**src/rtl/stages_definition_pkg.sv**
```systemverilog
// Shared pipeline-stage definitions: memory-stage FSM states, memToReg
// encodings and the EXE->MEM / MEM->WB bus payloads.
package stages_definition_pkg;

    localparam int unsigned DATA_W       = 32;
    localparam int unsigned PIX_W        = 8;
    localparam int unsigned RD_W         = 4;
    localparam int unsigned MEM_TO_REG_W = 2;

    localparam logic [MEM_TO_REG_W-1:0] MEM_TO_REG_ALU  = 2'b00;
    localparam logic [MEM_TO_REG_W-1:0] MEM_TO_REG_DMEM = 2'b01;
    localparam logic [MEM_TO_REG_W-1:0] MEM_TO_REG_PIX  = 2'b10;
    localparam logic [MEM_TO_REG_W-1:0] MEM_TO_REG_TRIG = 2'b11;

    typedef enum logic [1:0] {
        IDLE,
        PIX_WR,
        PIX_RD
    } mem_stage_state_e;

    typedef struct packed {
        logic                    regWrite;
        logic                    pcSrc;
        logic [MEM_TO_REG_W-1:0] memToReg;
        logic                    memWrite;
        logic                    memPixWrite;
    } exe_mem_cu_signals_t;

    typedef struct packed {
        logic [DATA_W-1:0] aluResult;
        logic [DATA_W-1:0] trigResult;
        logic [DATA_W-1:0] R0;
        logic [DATA_W-1:0] R1;
    } exe_mem_interface_t;

    typedef struct packed {
        logic                    regWrite;
        logic                    pcSrc;
        logic [MEM_TO_REG_W-1:0] memToReg;
    } mem_wb_cu_signals_t;

    typedef struct packed {
        logic [DATA_W-1:0] aluResult;
        logic [DATA_W-1:0] trigResult;
        logic [DATA_W-1:0] dataMemRead;
        logic [DATA_W-1:0] pixMemRead;
    } mem_wb_interface_t;

endpackage

```
**src/rtl/mem_stage_if.sv**
```systemverilog
// Memory-side bus of the MEM stage: one word-wide data memory and one
// byte-wide pixel memory, both with a synchronous (next-cycle) read.
//   master : the MEM stage (drives address/write data/strobe, takes read data)
//   slave  : the memories
interface mem_stage_if #(
    parameter int unsigned DADDR_W = 10,
    parameter int unsigned PADDR_W = 16
);
    logic [DADDR_W-1:0] dmem_addr;
    logic [31:0]        dmem_wdata;
    logic               dmem_we;
    logic [31:0]        dmem_rdata;
    logic [PADDR_W-1:0] pmem_addr;
    logic [7:0]         pmem_wdata;
    logic               pmem_we;
    logic [7:0]         pmem_rdata;

    modport master (
        output dmem_addr, dmem_wdata, dmem_we,
        input  dmem_rdata,
        output pmem_addr, pmem_wdata, pmem_we,
        input  pmem_rdata
    );

    modport slave (
        input  dmem_addr, dmem_wdata, dmem_we,
        output dmem_rdata,
        input  pmem_addr, pmem_wdata, pmem_we,
        output pmem_rdata
    );
endinterface

```
**src/rtl/mem_stage_pix_byte_sequencer.sv**
```systemverilog
// Pixel byte sequencer: splits one 32-bit pixel access into four byte beats.
// Ports:
//   clk, rst_n      clock, synchronous active-low reset
//   start           accept a pixel op (only honoured in IDLE)
//   start_write     1 = write sequence, 0 = read sequence
//   base, wword     byte base address and write word, latched on start
//   pmem_rdata      pixel-memory read byte (valid the cycle after the address)
//   busy_c          sequencer not IDLE
//   done_c          last cycle of the sequence
//   rd_word_c       assembled read word (valid with done_c on a read)
//   pmem_*_c        pixel-memory address / write byte / write strobe
module pix_byte_sequencer
    import stages_definition_pkg::*;
#(
    parameter int unsigned PADDR_W = 16
) (
    input  logic               clk,
    input  logic               rst_n,
    input  logic               start,
    input  logic               start_write,
    input  logic [PADDR_W-1:0] base,
    input  logic [31:0]        wword,
    input  logic [7:0]         pmem_rdata,
    output logic               busy_c,
    output logic               done_c,
    output logic [31:0]        rd_word_c,
    output logic [PADDR_W-1:0] pmem_addr_c,
    output logic [7:0]         pmem_wdata_c,
    output logic               pmem_we_c
);

    mem_stage_state_e   state, state_nxt;
    logic [1:0]         beat, beat_nxt;
    logic               drain, drain_nxt;
    logic [PADDR_W-1:0] base_q;
    logic [31:0]        wword_q;
    logic [23:0]        asm_q;
    logic               capture_c;
    logic [1:0]         cap_idx_c;

    // State register plus latched operands and read-assembly bytes
    always_ff @(posedge clk) begin
        if (!rst_n) begin
            state   <= IDLE;
            beat    <= 2'd0;
            drain   <= 1'b0;
            base_q  <= '0;
            wword_q <= '0;
            asm_q   <= '0;
        end else begin
            state <= state_nxt;
            beat  <= beat_nxt;
            drain <= drain_nxt;
            if (start && (state == IDLE)) begin
                base_q  <= base;
                wword_q <= wword;
                asm_q   <= '0;
            end
            if (capture_c) begin
                case (cap_idx_c)
                    2'd0:    asm_q[7:0]   <= pmem_rdata;
                    2'd1:    asm_q[15:8]  <= pmem_rdata;
                    2'd2:    asm_q[23:16] <= pmem_rdata;
                    default: ;
                endcase
            end
        end
    end

    // Next state; reads need one extra drain cycle for the last byte to return
    always_comb begin
        state_nxt = state;
        beat_nxt  = beat;
        drain_nxt = drain;
        case (state)
            IDLE: begin
                if (start) begin
                    state_nxt = start_write ? PIX_WR : PIX_RD;
                    beat_nxt  = 2'd0;
                    drain_nxt = 1'b0;
                end
            end
            PIX_WR: begin
                beat_nxt = beat + 2'd1;
                if (beat == 2'd3) state_nxt = IDLE;
            end
            PIX_RD: begin
                if (drain) begin
                    state_nxt = IDLE;
                    drain_nxt = 1'b0;
                end else begin
                    beat_nxt = beat + 2'd1;
                    if (beat == 2'd3) drain_nxt = 1'b1;
                end
            end
            default: state_nxt = IDLE;
        endcase
    end

    // Outputs; the byte returned this cycle belongs to the previous beat,
    // so beat-1 (wrapping to 3 in the drain cycle) is the capture lane
    always_comb begin
        busy_c       = (state != IDLE);
        pmem_we_c    = (state == PIX_WR);
        pmem_addr_c  = base_q + PADDR_W'(beat);
        pmem_wdata_c = wword_q[{beat, 3'b000} +: 8];
        capture_c    = (state == PIX_RD) && ((beat != 2'd0) || drain);
        cap_idx_c    = beat - 2'd1;
        done_c       = ((state == PIX_WR) && (beat == 2'd3)) ||
                       ((state == PIX_RD) && drain);
        rd_word_c    = {pmem_rdata, asm_q};
    end

endmodule

```
**src/rtl/mem_stage.sv**
```systemverilog
// MEM pipeline stage: consumes the EXE->MEM register, drives data memory
// (one word per access) and pixel memory (four byte beats per word), and
// produces the registered MEM->WB bundle. Holds upstream while a pixel
// access sequences.
// Ports:
//   clk, rst_n              clock, synchronous active-low reset
//   in_valid/in_cu/in_data/in_rd  EXE->MEM instruction
//   stall                   upstream must hold in_*; in_valid ignored
//   mem                     data/pixel memory bus (mem_stage_if.master)
//   out_valid/out_cu/out_data/out_rd  MEM->WB bundle
//   stall_cycles            stalled-cycle counter (only with MEM_STALL_COUNT_EN)
module mem_stage
    import stages_definition_pkg::*;
#(
    parameter int unsigned DADDR_W = 10,
    parameter int unsigned PADDR_W = 16
) (
    input  logic                clk,
    input  logic                rst_n,
    input  logic                in_valid,
    input  exe_mem_cu_signals_t in_cu,
    input  exe_mem_interface_t  in_data,
    input  logic [RD_W-1:0]     in_rd,
    output logic                stall,
    mem_stage_if.master         mem,
    output logic                out_valid,
    output mem_wb_cu_signals_t  out_cu,
    output mem_wb_interface_t   out_data,
    output logic [RD_W-1:0]     out_rd
`ifdef MEM_STALL_COUNT_EN
    ,
    output logic [31:0]         stall_cycles
`endif
);

    logic               accept_c;
    logic               pix_op_c;
    logic               seq_busy_c;
    logic               seq_done_c;
    logic [31:0]        seq_rd_word_c;
    mem_wb_cu_signals_t lat_cu;
    logic [31:0]        lat_alu;
    logic [31:0]        lat_trig;
    logic [RD_W-1:0]    lat_rd;
    logic               lat_write;
    logic [31:0]        out_alu_q;
    logic [31:0]        out_trig_q;
    logic [31:0]        out_pix_q;
    logic               out_dmem_sel_q;

    // Accept / data-memory side; the data write happens only in the accept cycle
    always_comb begin
        stall          = seq_busy_c;
        accept_c       = in_valid && !seq_busy_c;
        pix_op_c       = in_cu.memPixWrite || (in_cu.memToReg == MEM_TO_REG_PIX);
        mem.dmem_addr  = in_data.aluResult[DADDR_W+1:2];
        mem.dmem_wdata = in_data.R0;
        mem.dmem_we    = accept_c && in_cu.memWrite;
    end

    pix_byte_sequencer #(.PADDR_W(PADDR_W)) u_pix_seq (
        .clk          (clk),
        .rst_n        (rst_n),
        .start        (accept_c && pix_op_c),
        .start_write  (in_cu.memPixWrite),
        .base         (in_data.aluResult[PADDR_W-1:0]),
        .wword        (in_data.R1),
        .pmem_rdata   (mem.pmem_rdata),
        .busy_c       (seq_busy_c),
        .done_c       (seq_done_c),
        .rd_word_c    (seq_rd_word_c),
        .pmem_addr_c  (mem.pmem_addr),
        .pmem_wdata_c (mem.pmem_wdata),
        .pmem_we_c    (mem.pmem_we)
    );

    // Pass-through fields of a pixel op, held until its sequence completes
    always_ff @(posedge clk) begin
        if (!rst_n) begin
            lat_cu    <= '0;
            lat_alu   <= '0;
            lat_trig  <= '0;
            lat_rd    <= '0;
            lat_write <= 1'b0;
        end else if (accept_c && pix_op_c) begin
            lat_cu    <= '{in_cu.regWrite, in_cu.pcSrc, in_cu.memToReg};
            lat_alu   <= in_data.aluResult;
            lat_trig  <= in_data.trigResult;
            lat_rd    <= in_rd;
            lat_write <= in_cu.memPixWrite;
        end
    end

    // MEM->WB register: plain ops complete next cycle, pixel ops on done
    always_ff @(posedge clk) begin
        if (!rst_n) begin
            out_valid      <= 1'b0;
            out_cu         <= '0;
            out_alu_q      <= '0;
            out_trig_q     <= '0;
            out_pix_q      <= '0;
            out_rd         <= '0;
            out_dmem_sel_q <= 1'b0;
        end else if (accept_c && !pix_op_c) begin
            out_valid      <= 1'b1;
            out_cu         <= '{in_cu.regWrite, in_cu.pcSrc, in_cu.memToReg};
            out_alu_q      <= in_data.aluResult;
            out_trig_q     <= in_data.trigResult;
            out_pix_q      <= '0;
            out_rd         <= in_rd;
            out_dmem_sel_q <= (in_cu.memToReg == MEM_TO_REG_DMEM);
        end else if (seq_done_c) begin
            out_valid      <= 1'b1;
            out_cu         <= lat_cu;
            out_alu_q      <= lat_alu;
            out_trig_q     <= lat_trig;
            out_pix_q      <= lat_write ? 32'd0 : seq_rd_word_c;
            out_rd         <= lat_rd;
            out_dmem_sel_q <= 1'b0;
        end else begin
            out_valid      <= 1'b0;
            out_dmem_sel_q <= 1'b0;
        end
    end

    // Data-memory read word arrives the cycle after the address, alongside out_valid
    always_comb begin
        out_data.aluResult   = out_alu_q;
        out_data.trigResult  = out_trig_q;
        out_data.dataMemRead = out_dmem_sel_q ? mem.dmem_rdata : 32'd0;
        out_data.pixMemRead  = out_pix_q;
    end

`ifdef MEM_STALL_COUNT_EN
    // Free-running count of stalled cycles
    always_ff @(posedge clk) begin
        if (!rst_n)          stall_cycles <= 32'd0;
        else if (seq_busy_c) stall_cycles <= stall_cycles + 32'd1;
    end
`endif

endmodule

```
**src/flat_wrapper.sv**
```systemverilog
// flat-port wrapper written by rule: the top's interface ports become plain ports
module mem_stage_flat import stages_definition_pkg::*;
#(
    parameter int unsigned DADDR_W = 10,
    parameter int unsigned PADDR_W = 16
)
  (clk, rst_n, in_valid, in_cu, in_data, in_rd, stall, out_valid, out_cu, out_data, out_rd, mem_dmem_addr, mem_dmem_wdata, mem_dmem_we, mem_dmem_rdata, mem_pmem_addr, mem_pmem_wdata, mem_pmem_we, mem_pmem_rdata);
  mem_stage_if #(.DADDR_W(DADDR_W), .PADDR_W(PADDR_W)) mem_i ();
  input  logic clk;
  input  logic rst_n;
  input  logic in_valid;
  input  exe_mem_cu_signals_t in_cu;
  input  exe_mem_interface_t in_data;
  input  logic [RD_W-1:0] in_rd;
  output logic stall;
  output logic out_valid;
  output mem_wb_cu_signals_t out_cu;
  output mem_wb_interface_t out_data;
  output logic [RD_W-1:0] out_rd;
  output wire logic [$bits(mem_i.dmem_addr)-1:0] mem_dmem_addr;
  output wire logic [$bits(mem_i.dmem_wdata)-1:0] mem_dmem_wdata;
  output wire logic [$bits(mem_i.dmem_we)-1:0] mem_dmem_we;
  input wire logic [$bits(mem_i.dmem_rdata)-1:0] mem_dmem_rdata;
  output wire logic [$bits(mem_i.pmem_addr)-1:0] mem_pmem_addr;
  output wire logic [$bits(mem_i.pmem_wdata)-1:0] mem_pmem_wdata;
  output wire logic [$bits(mem_i.pmem_we)-1:0] mem_pmem_we;
  input wire logic [$bits(mem_i.pmem_rdata)-1:0] mem_pmem_rdata;
  assign mem_dmem_addr = mem_i.dmem_addr;
  assign mem_dmem_wdata = mem_i.dmem_wdata;
  assign mem_dmem_we = mem_i.dmem_we;
  assign mem_i.dmem_rdata = mem_dmem_rdata;
  assign mem_pmem_addr = mem_i.pmem_addr;
  assign mem_pmem_wdata = mem_i.pmem_wdata;
  assign mem_pmem_we = mem_i.pmem_we;
  assign mem_i.pmem_rdata = mem_pmem_rdata;
  mem_stage #(.DADDR_W(DADDR_W), .PADDR_W(PADDR_W)) u_core (.clk(clk), .rst_n(rst_n), .in_valid(in_valid), .in_cu(in_cu), .in_data(in_data), .in_rd(in_rd), .stall(stall), .mem(mem_i), .out_valid(out_valid), .out_cu(out_cu), .out_data(out_data), .out_rd(out_rd));
endmodule
```
**config.mk**
```make
export PLATFORM = sky130hd
export DESIGN_NAME = mem_stage_flat
export DESIGN_NICKNAME = d
export VERILOG_FILES = /design/src/rtl/stages_definition_pkg.sv /design/src/rtl/mem_stage_if.sv /design/src/rtl/mem_stage_pix_byte_sequencer.sv /design/src/rtl/mem_stage.sv /design/src/flat_wrapper.sv
export SDC_FILE = /design/constraint.sdc
export NUM_CORES = 1
export LEC_CHECK = 0
export ABC_CLOCK_PERIOD_IN_PS = 3500
export CAP_MARGIN = 20
export CORE_ASPECT_RATIO = 0.8
export CORE_MARGIN = 1.5
export CORE_UTILIZATION = 37
export CTS_BUF_LIST = sky130_fd_sc_hd__clkbuf_2 sky130_fd_sc_hd__clkbuf_4 sky130_fd_sc_hd__clkbuf_8
export DETAILED_ROUTE_END_ITERATION = 7
export PLACE_DENSITY = 0.67
export SYNTH_ARGS = -nofsm -noshare
export SYNTH_HDL_FRONTEND = slang
export SYNTH_HIERARCHICAL = 1
export SYNTH_SLANG_ARGS = --single-unit
```
**constraint.sdc**
```tcl
create_clock -name clk -period 3.5 [get_ports clk]
set_input_delay 0.7 -clock clk [delete_from_list [all_inputs] [get_ports clk]]
set_output_delay 0.7 -clock clk [all_outputs]
set_load 0.02 [all_outputs]
```
Word-level counts from Yosys, hierarchy flattened
Index checks and enable logic that the tools add are counted.
- $add $sub $neg: 3
- equal/unequal tests: 11
- shift-type cells: 1
- muxes and demuxes: 29
- bitwise operators: 1
- reductions and logical operators: 25
- operators with widths (operator ; count):
    $mux W32 ; 6
    $mux W24 ; 2
    $shiftx A32 B6 Y8 ; 1
    $mux W8 ; 3
    $add A16 B2 Y16 ; 1
    $mux W4 ; 4
    $mux W2 ; 6
    $pmux W2 S3 ; 2
    $eq A2 B2 Y1 const B ; 4
    $logic_and A1 B1 Y1 ; 8
    $reduce_bool A2 Y1 ; 4
    $eq A2 B1 Y1 const B ; 3
    $ne A2 B2 Y1 const B ; 3
    $reduce_and A3 Y1 ; 2
    $mux W1 ; 5
    $logic_not A2 Y1 ; 2
    $reduce_and A2 Y1 ; 2
    $logic_or A1 B1 Y1 ; 3
    $reduce_bool A3 Y1 ; 1
    $add A2 B1 Y2 const B ; 1
    $logic_not A1 Y1 ; 2
    $ne A2 B1 Y1 const B ; 1
    $pmux W1 S2 ; 1
    $reduce_or A2 Y1 ; 1
    other kinds (2) ; 2
- flip-flop bits (word level): 256
- bits of input ports: 181
- output and inout port bits: 206
- logic and storage cells: 92

Logic depth before layout (Yosys ltp)
Gate-level depths: netlist of run 1.
- word-level depth: 8
- depth in mapped cells: 13
- mapped depth without buffers: 10

Cells and area by module
Netlist of run 1, hierarchy kept.
- modules (own cells, without submodules) (module ; instances ; cells each ; area an instance (um^2) ; sequential area each (um^2)):
    mem_stage ; 1 ; 860 ; 8145.3 ; 3583.4
    pix_byte_sequencer ; 1 ; 427 ; 3711.1 ; 1541.5

Worst setup path before layout of run 1
OpenSTA, ideal clock, no wires.
- path kind: register to output
- start: register u_core.u_pix_seq.beat[1]
- end: output port mem_pmem_addr[12]
- arrival: 2.236 ns
- required time: 2.800 ns
- slack: 0.564 ns
- stages on the path, launching flop included: 7
- buffers on the path: 1
- cell sequence: dfxtp_1 -> clkbuf_1 -> inv_1 -> fa_1 -> nor4_2 -> nand3_1 -> xnor2_1
- word-level cells in the longest chain between the ends: 1
- RTL lines (element ; line ; source):
    start, declared ; mem_stage_pix_byte_sequencer.sv:33 ; logic [1:0] beat, beat_nxt;
    start signal, assigned ; mem_stage_pix_byte_sequencer.sv:52 ; beat <= beat_nxt;
    $add A16 B2 Y16 ; mem_stage_pix_byte_sequencer.sv:105 ; pmem_addr_c = base_q + PADDR_W'(beat);
    end, declared ; flat_wrapper.sv:24 ; output wire logic [$bits(mem_i.pmem_addr)-1:0] mem_pmem_addr;
No other way between the ends.

Final worst setup path of run 1
- start: register u_core.u_pix_seq.beat[1]
- end: output port mem_pmem_addr[15]
The elaborated chain is that of the path after synthesis.

==> run summary, run 1 <==
status -> finished clean
# nets final -> 1,728
number of synthesized register bits -> 256
Area Overhead vs Synth -> 33.7%
H-tree level count -> 2
drt via density -> 4.76
Clock Tree Root -> clkbuf_8
Port-buffer cells -> 322
effective utilization at floorplan -> 0.376
overall routing resource usage -> 0.186
Fin Hold WS -> 454 ps
most common cell in the netlist -> nand2_1
number of detailed-route iterations in the first pass -> 4
critical path class -> register to output pin
Main synth FF type -> dfxtp_1
fraction of registers with async set/reset -> 0
Final setup violation count -> 0
Die Wd -> 203 um
Post-Syn Instances -> 1,287
wire length per cell -> 16.2 um
setup repair bufs after CTS -> 0
GRT Residual Overflow -> 0
die area -> 33,100 um2
fill cell total of the finished layout -> 2,954
Yosys warning total -> 6
antenna viol nets, final -> 0
Tot Pwr -> 0.00839 W
CP Launch Type -> register
slew margin rel. -> 0.484
first-pass GRT wire length -> 49,600 um
Crit path arrival time -> 2680 ps
clk slew on worst S/H paths -> 60 ps
syn_area_per_cell -> 9.21 um2
gpl congestion -> 0.802
Inserted Diodes -> 0
Clock Sink Count -> 256
worst-margin pin slew -> 773 ps
largest area contributor in the netlist -> dfxtp_1
synth top area cells -> dfxtp_1 43%, mux2i_1 12%, nand2_1 10%, mux2_2 5.4%, buf_4 3.4%
row count -> 58
share of the synthesized area in the top cell type -> 0.432
final WL -> 32,100 um
crit-path max FO -> 13
Layout Utilization -> 0.503
Mapped Nets -> 1,480
crit end category -> output pin
largest net degree at the start of global routing -> 120
core region area -> 31,500 um2
leakage power -> 6.31 nW
Req. time, crit path -> 2800 ps
DR vias -> 9,431
number of CTS-inserted buffers -> 43
DRC -> 0
Commonest cells post-synth -> 316 x nand2_1, 256 x dfxtp_1, 143 x mux2i_1
clk_skew -> 14.3 ps
number of synthesized flops with an enable pin -> 0
mapped cell area -> 11,900 um2
Cell variety after synth -> 49
Ports -> 387
Clock Latency Late Sink -> 530 ps
initial DRC count -> 410
Power Dens Cells -> 529 nW/um2
post-layout minimum cycle time -> 3380 ps
Die H -> 163 um
Hold WC Path Type -> register to register
worst vdd ir -> 0.000235 V
share of cells above drive strength 1 -> 0.113
FMAX -> 0.296 GHz
fin crit share -> 0.965
TritonCTS clock tree -> built
dpl hpwl -> 21,900 um
final hold violation count -> 0
antenna violations before repair -> 1
Max Cap Violations -> 0
vias in the first global route -> 9,296
Seq/Total Area, Yosys -> 0.432
clock tree buffer depth -> 3
Slew Limit Fails -> 0
==> report_power, final <==
part           total [W]  switching, W  internal, W
registers        0.00346      0.000209      0.00325
clock network    0.00271       0.00119      0.00152
logic            0.00222       0.00120      0.00102
==> layout make-up <==
cell class | count | area (um2) | area share
clock inverter | 6 | 36.3 | 0.00229
clock buffer | 65 | 838 | 0.0529
tap | 420 | 526 | 0.0331
inverter | 19 | 71.3 | 0.00450
multi-input combinational | 874 | 5850 | 0.369
timing repair buffer | 341 | 3410 | 0.215
sequential | 256 | 5120 | 0.323
==> final timing paths <==
check | cells past startpoint | start | end | slack (ps)
hold reg to reg | 2 | u_core/lat_trig[15] | u_core/lat_trig[15] | 450
hold / removal | 2 | u_core/lat_trig[15] | u_core/lat_trig[15] | 450
setup reg to reg | 10 | u_core/u_pix_seq/state[1] | u_core/u_pix_seq/wword_q[18] | 1030
setup / recovery | 7 | u_core/u_pix_seq/beat[1] | mem_pmem_addr[15] | 120
==> layer usage <==
metal / wire [um] / global-route usage / up-vias / share of wire
li1: - / - / 4675 / -
met1: 14400 / 0.233 / 4444 / 0.45
met2: 14700 / 0.309 / 270 / 0.46
met3: 2640 / 0.0636 / 40 / 0.082
met4: 444 / 0.0414 / 2 / 0.014
met5: 13 / 0 / - / 0.00040
==> metrics by stage <==
| stage | instance area (um2) | setup WS, ps | cells | TNS, ps |
|---|---|---|---|---|
| after floorplan | 11900 | 564 | 1287 | 0 |
| after global placement | 15000 | 429 | 1910 | 0 |
| after detailed placement | 15000 | 339 | 1910 | 0 |
| after CTS | 15900 | 5.52 | 1981 | 0 |
| after global routing | 15900 | -15.8 | 1981 | -23.4 |
| final | 15900 | 122 | 1981 | 0 |
==> registers in the layout, indices dropped and copies added (netlist names), 2 cells and up <==
register / count
u_core/lat_rd: 4
u_core/u_pix_seq/beat: 2
u_core/u_pix_seq/wword_q: 32
u_core/lat_trig: 32
u_core/out_alu_q: 32
u_core/out_trig_q: 32
u_core/u_pix_seq/base_q: 16
u_core/out_cu: 4
u_core/u_pix_seq/state: 2
u_core/lat_cu: 4
u_core/lat_alu: 32
u_core/u_pix_seq/asm_q: 24
u_core/out_pix_q: 32
u_core/out_rd: 4
==> logic make-up after synthesis <==
logic type      after synthesis  synth area share
compound gates              125            0.0749
xor+xnor                     14            0.0103
fa+ha+maj                    12            0.0133
buf+inv                     157            0.0782
flops                       256             0.432
mux                         222             0.203
simple gates                501             0.188
==> placed cells by master, fill, tap and decap left out, types with 2 or more instances in the layout <==
| cell type | instances |
|---|---|
| a21boi_0 | 28 |
| a21boi_1 | 25 |
| a21oi_1 | 32 |
| and2_1 | 34 |
| and3_1 | 25 |
| buf_12 | 4 |
| buf_4 | 15 |
| clkbuf_4 | 9 |
| clkbuf_8 | 57 |
| clkdlybuf4s50_1 | 317 |
| clkinv_2 | 4 |
| dfxtp_1 | 256 |
| dlygate4sd2_1 | 3 |
| ha_1 | 11 |
| inv_1 | 18 |
| mux2_1 | 14 |
| mux2_2 | 57 |
| mux2i_1 | 143 |
| mux4_2 | 8 |
| nand2_1 | 315 |
| nand2b_1 | 8 |
| nand3_1 | 5 |
| nand4_1 | 2 |
| nor2_1 | 60 |
| nor2b_1 | 36 |
| o211ai_2 | 3 |
| o21a_1 | 25 |
| o21ai_0 | 3 |
| xnor2_1 | 11 |
| xor2_1 | 3 |
==> repair_timing <==
action / in CTS / in global routing
resized for setup: 5 / 3
cloned: 0 / 0
hold buffers: 0 / 0
pin swaps: 1 / 1
setup endpoints to repair: 7 / 9
==> worst max-delay path, cell delays in order, from the launching register on <==
cell             delay [ps]
dfxtp_1                 310
buf_4                   190
ha_1                    320
a21oi_2                 100
nor4_2                  280
nand4_1                 160
xnor2_1                 160
clkdlybuf4s50_1         620
(Power assumes the default switching activity.)
==> inputs of run 2 (changes only) <==
--- a/config.mk
+++ b/config.mk
@@ -5,7 +5,7 @@
 export SDC_FILE = /design/constraint.sdc
 export NUM_CORES = 1
 export LEC_CHECK = 0
-export ABC_CLOCK_PERIOD_IN_PS = 3500
+export ABC_CLOCK_PERIOD_IN_PS = 3650
 export CAP_MARGIN = 20
 export CORE_ASPECT_RATIO = 0.8
 export CORE_MARGIN = 1.5
@@ -13,6 +13,7 @@
 export CTS_BUF_LIST = sky130_fd_sc_hd__clkbuf_2 sky130_fd_sc_hd__clkbuf_4 sky130_fd_sc_hd__clkbuf_8
 export DETAILED_ROUTE_END_ITERATION = 7
 export PLACE_DENSITY = 0.67
+export SKIP_LAST_GASP = 1
 export SYNTH_ARGS = -nofsm -noshare
 export SYNTH_HDL_FRONTEND = slang
 export SYNTH_HIERARCHICAL = 1
==> constraint.sdc (replaced) <==
create_clock -name clk -period 3.65 [get_ports clk]
set_input_delay 0.73 -clock clk [delete_from_list [all_inputs] [get_ports clk]]
set_output_delay 0.73 -clock clk [all_outputs]
set_load 0.02 [all_outputs]
==> run 2 against run 1 <==
  * Routed wire length rose by 0.17%
  * Combinational power fell by 4%
  * Core utilization rose by 0.15 points
  * Largest power group unchanged
==> run summary, run 2 (synthesis gave the netlist of run 1 again) <==
status -> finished clean
Clock Latency Late Sink -> 550 ps
H-tree level count -> 2
DR vias -> 9,504
final WL -> 32,200 um
worst vdd ir -> 0.000258 V
leakage power -> 6.36 nW
crit end category -> output pin
number of detailed-route iterations in the first pass -> 4
DP Worst Slack -> 485 ps
Ports -> 387
fin crit share -> 0.954
final hold violation count -> 0
Max Cap Violations -> 0
clk_skew -> 16.4 ps
antenna viol nets, final -> 0
overall routing resource usage -> 0.190
most common cell after layout, fill and taps aside -> clkdlybuf4s50_1
row count -> 58
Inserted Diodes -> 0
Area Overhead vs Synth -> 34.1%
Layout Utilization -> 0.505
initial DRC count -> 362
post-route cell area -> 15,900 um2
crit-path max FO -> 13
Power Dens Cells -> 511 nW/um2
RSZ-0062 raised after global routing -> false
gpl congestion -> 0.791
share of cells above drive strength 1 -> 0.114
Clock Tree Root -> clkbuf_8
worst-margin pin slew -> 808 ps
most frequent cells in the layout -> 317 x clkdlybuf4s50_1, 315 x nand2_1, 256 x dfxtp_1
critical path class -> register to output pin
Port-buffer cells -> 322
wire length per cell -> 16.2 um
largest net degree at the start of global routing -> 106
FMAX -> 0.287 GHz
final setup TNS -> 0 ps
antenna violations before repair -> 0
GRT Residual Overflow -> 0
Slew Limit Fails -> 0
Placed Area -> 15,000 um2
drt via density -> 4.79
first-pass GRT wire length -> 50,200 um
Clock Sink Count -> 256
die area -> 33,100 um2
worst hold path depth -> 2
Hold WC Path Type -> register to register
vias in the first global route -> 9,368
slew margin rel. -> 0.462
Die H -> 163 um
clock tree buffer depth -> 3
Final setup violation count -> 0
reg2reg setup slack -> 1100 ps
Die Wd -> 203 um
worst reg-to-reg path cell count -> 11
Req. time, crit path -> 2920 ps
CP Launch Type -> register
core region area -> 31,500 um2
Crit path arrival time -> 2750 ps
effective utilization at floorplan -> 0.376
clk slew on worst S/H paths -> 60 ps
number of CTS-inserted buffers -> 45
TritonCTS clock tree -> built
# nets final -> 1,728
dpl hpwl -> 21,700 um
post-layout minimum cycle time -> 3480 ps
DRC -> 0
final worst setup slack -> 166 ps
## run 2: changes by cell type in the layout (fill, tap and decap cells not counted)
cell,before,now
a21oi_1,32,33
a21oi_2,1,0
buf_12,4,5
buf_4,15,12
clkbuf_2,1,0
clkbuf_4,9,18
clkbuf_8,57,56
clkinv_2,4,2
clkinvlp_4,1,2
dlygate4sd2_1,3,2
dlymetal6s2s_1,0,2
inv_6,1,0
## run 2: where the power goes
group	internal [W]	switching, W
Clock	0.00153	0.00114
Sequential	0.00312	0.000195
Combinational	0.000988	0.00115
Total	0.00564	0.00248
## run 2: path summary, 6_finish.rpt
path	startpoint	endpoint
setup / recovery	u_core/u_pix_seq/beat[1]	mem_pmem_addr[15]
hold / removal	u_core/lat_alu[0]	u_core/lat_alu[0]
setup reg to reg	u_core/u_pix_seq/state[0]	u_core/u_pix_seq/base_q[15]
hold reg to reg	u_core/lat_alu[0]	u_core/lat_alu[0]
## run 2: what timing repair did
item                                   in CTS  in global routing
resized for setup                           3                  2
pin swaps                                   0                  2
endpoints found under the hold margin       0                  0
hold buffers                                0                  0
setup buffers                               0                  0
gates cloned                                0                  0
setup endpoints to repair                   3                  5
## run 2: final cells by class
| cell class | instances | area (um2) |
|---|---|---|
| tap | 420 | 526 |
| fill | 2968 | 15600 |
| clock buffer | 73 | 892 |
| sequential | 256 | 5120 |
| multi-input combinational | 874 | 5840 |
| timing repair buffer | 339 | 3420 |
| clock inverter | 4 | 25.0 |
| inverter | 19 | 71.3 |
## run 2: layer usage
layer	GRT usage	up-vias	wire, um
met5	0	-	0
met4	0.0455	0	500
met3	0.0640	45	2790
met2	0.311	306	14600
met1	0.241	4453	14300
li1	-	4700	-
## run 2: worst max-delay path: stages (launching register included)
cell and delay [ps]:
dfxtp_1 310, buf_4 190, ha_1 290, a21oi_1 140, nor4_2 310, nand4_1 170, xnor2_1 170, clkdlybuf4s50_1 630
## run 2: metrics by stage
stage               cells  power, W  hold WS [ps]
floorplan            1287   0.00476           431
global placement     1908   0.00549           438
detailed placement   1908   0.00554           445
CTS                  1985   0.00826           456
global route         1985   0.00856           471
finish               1985   0.00812           454
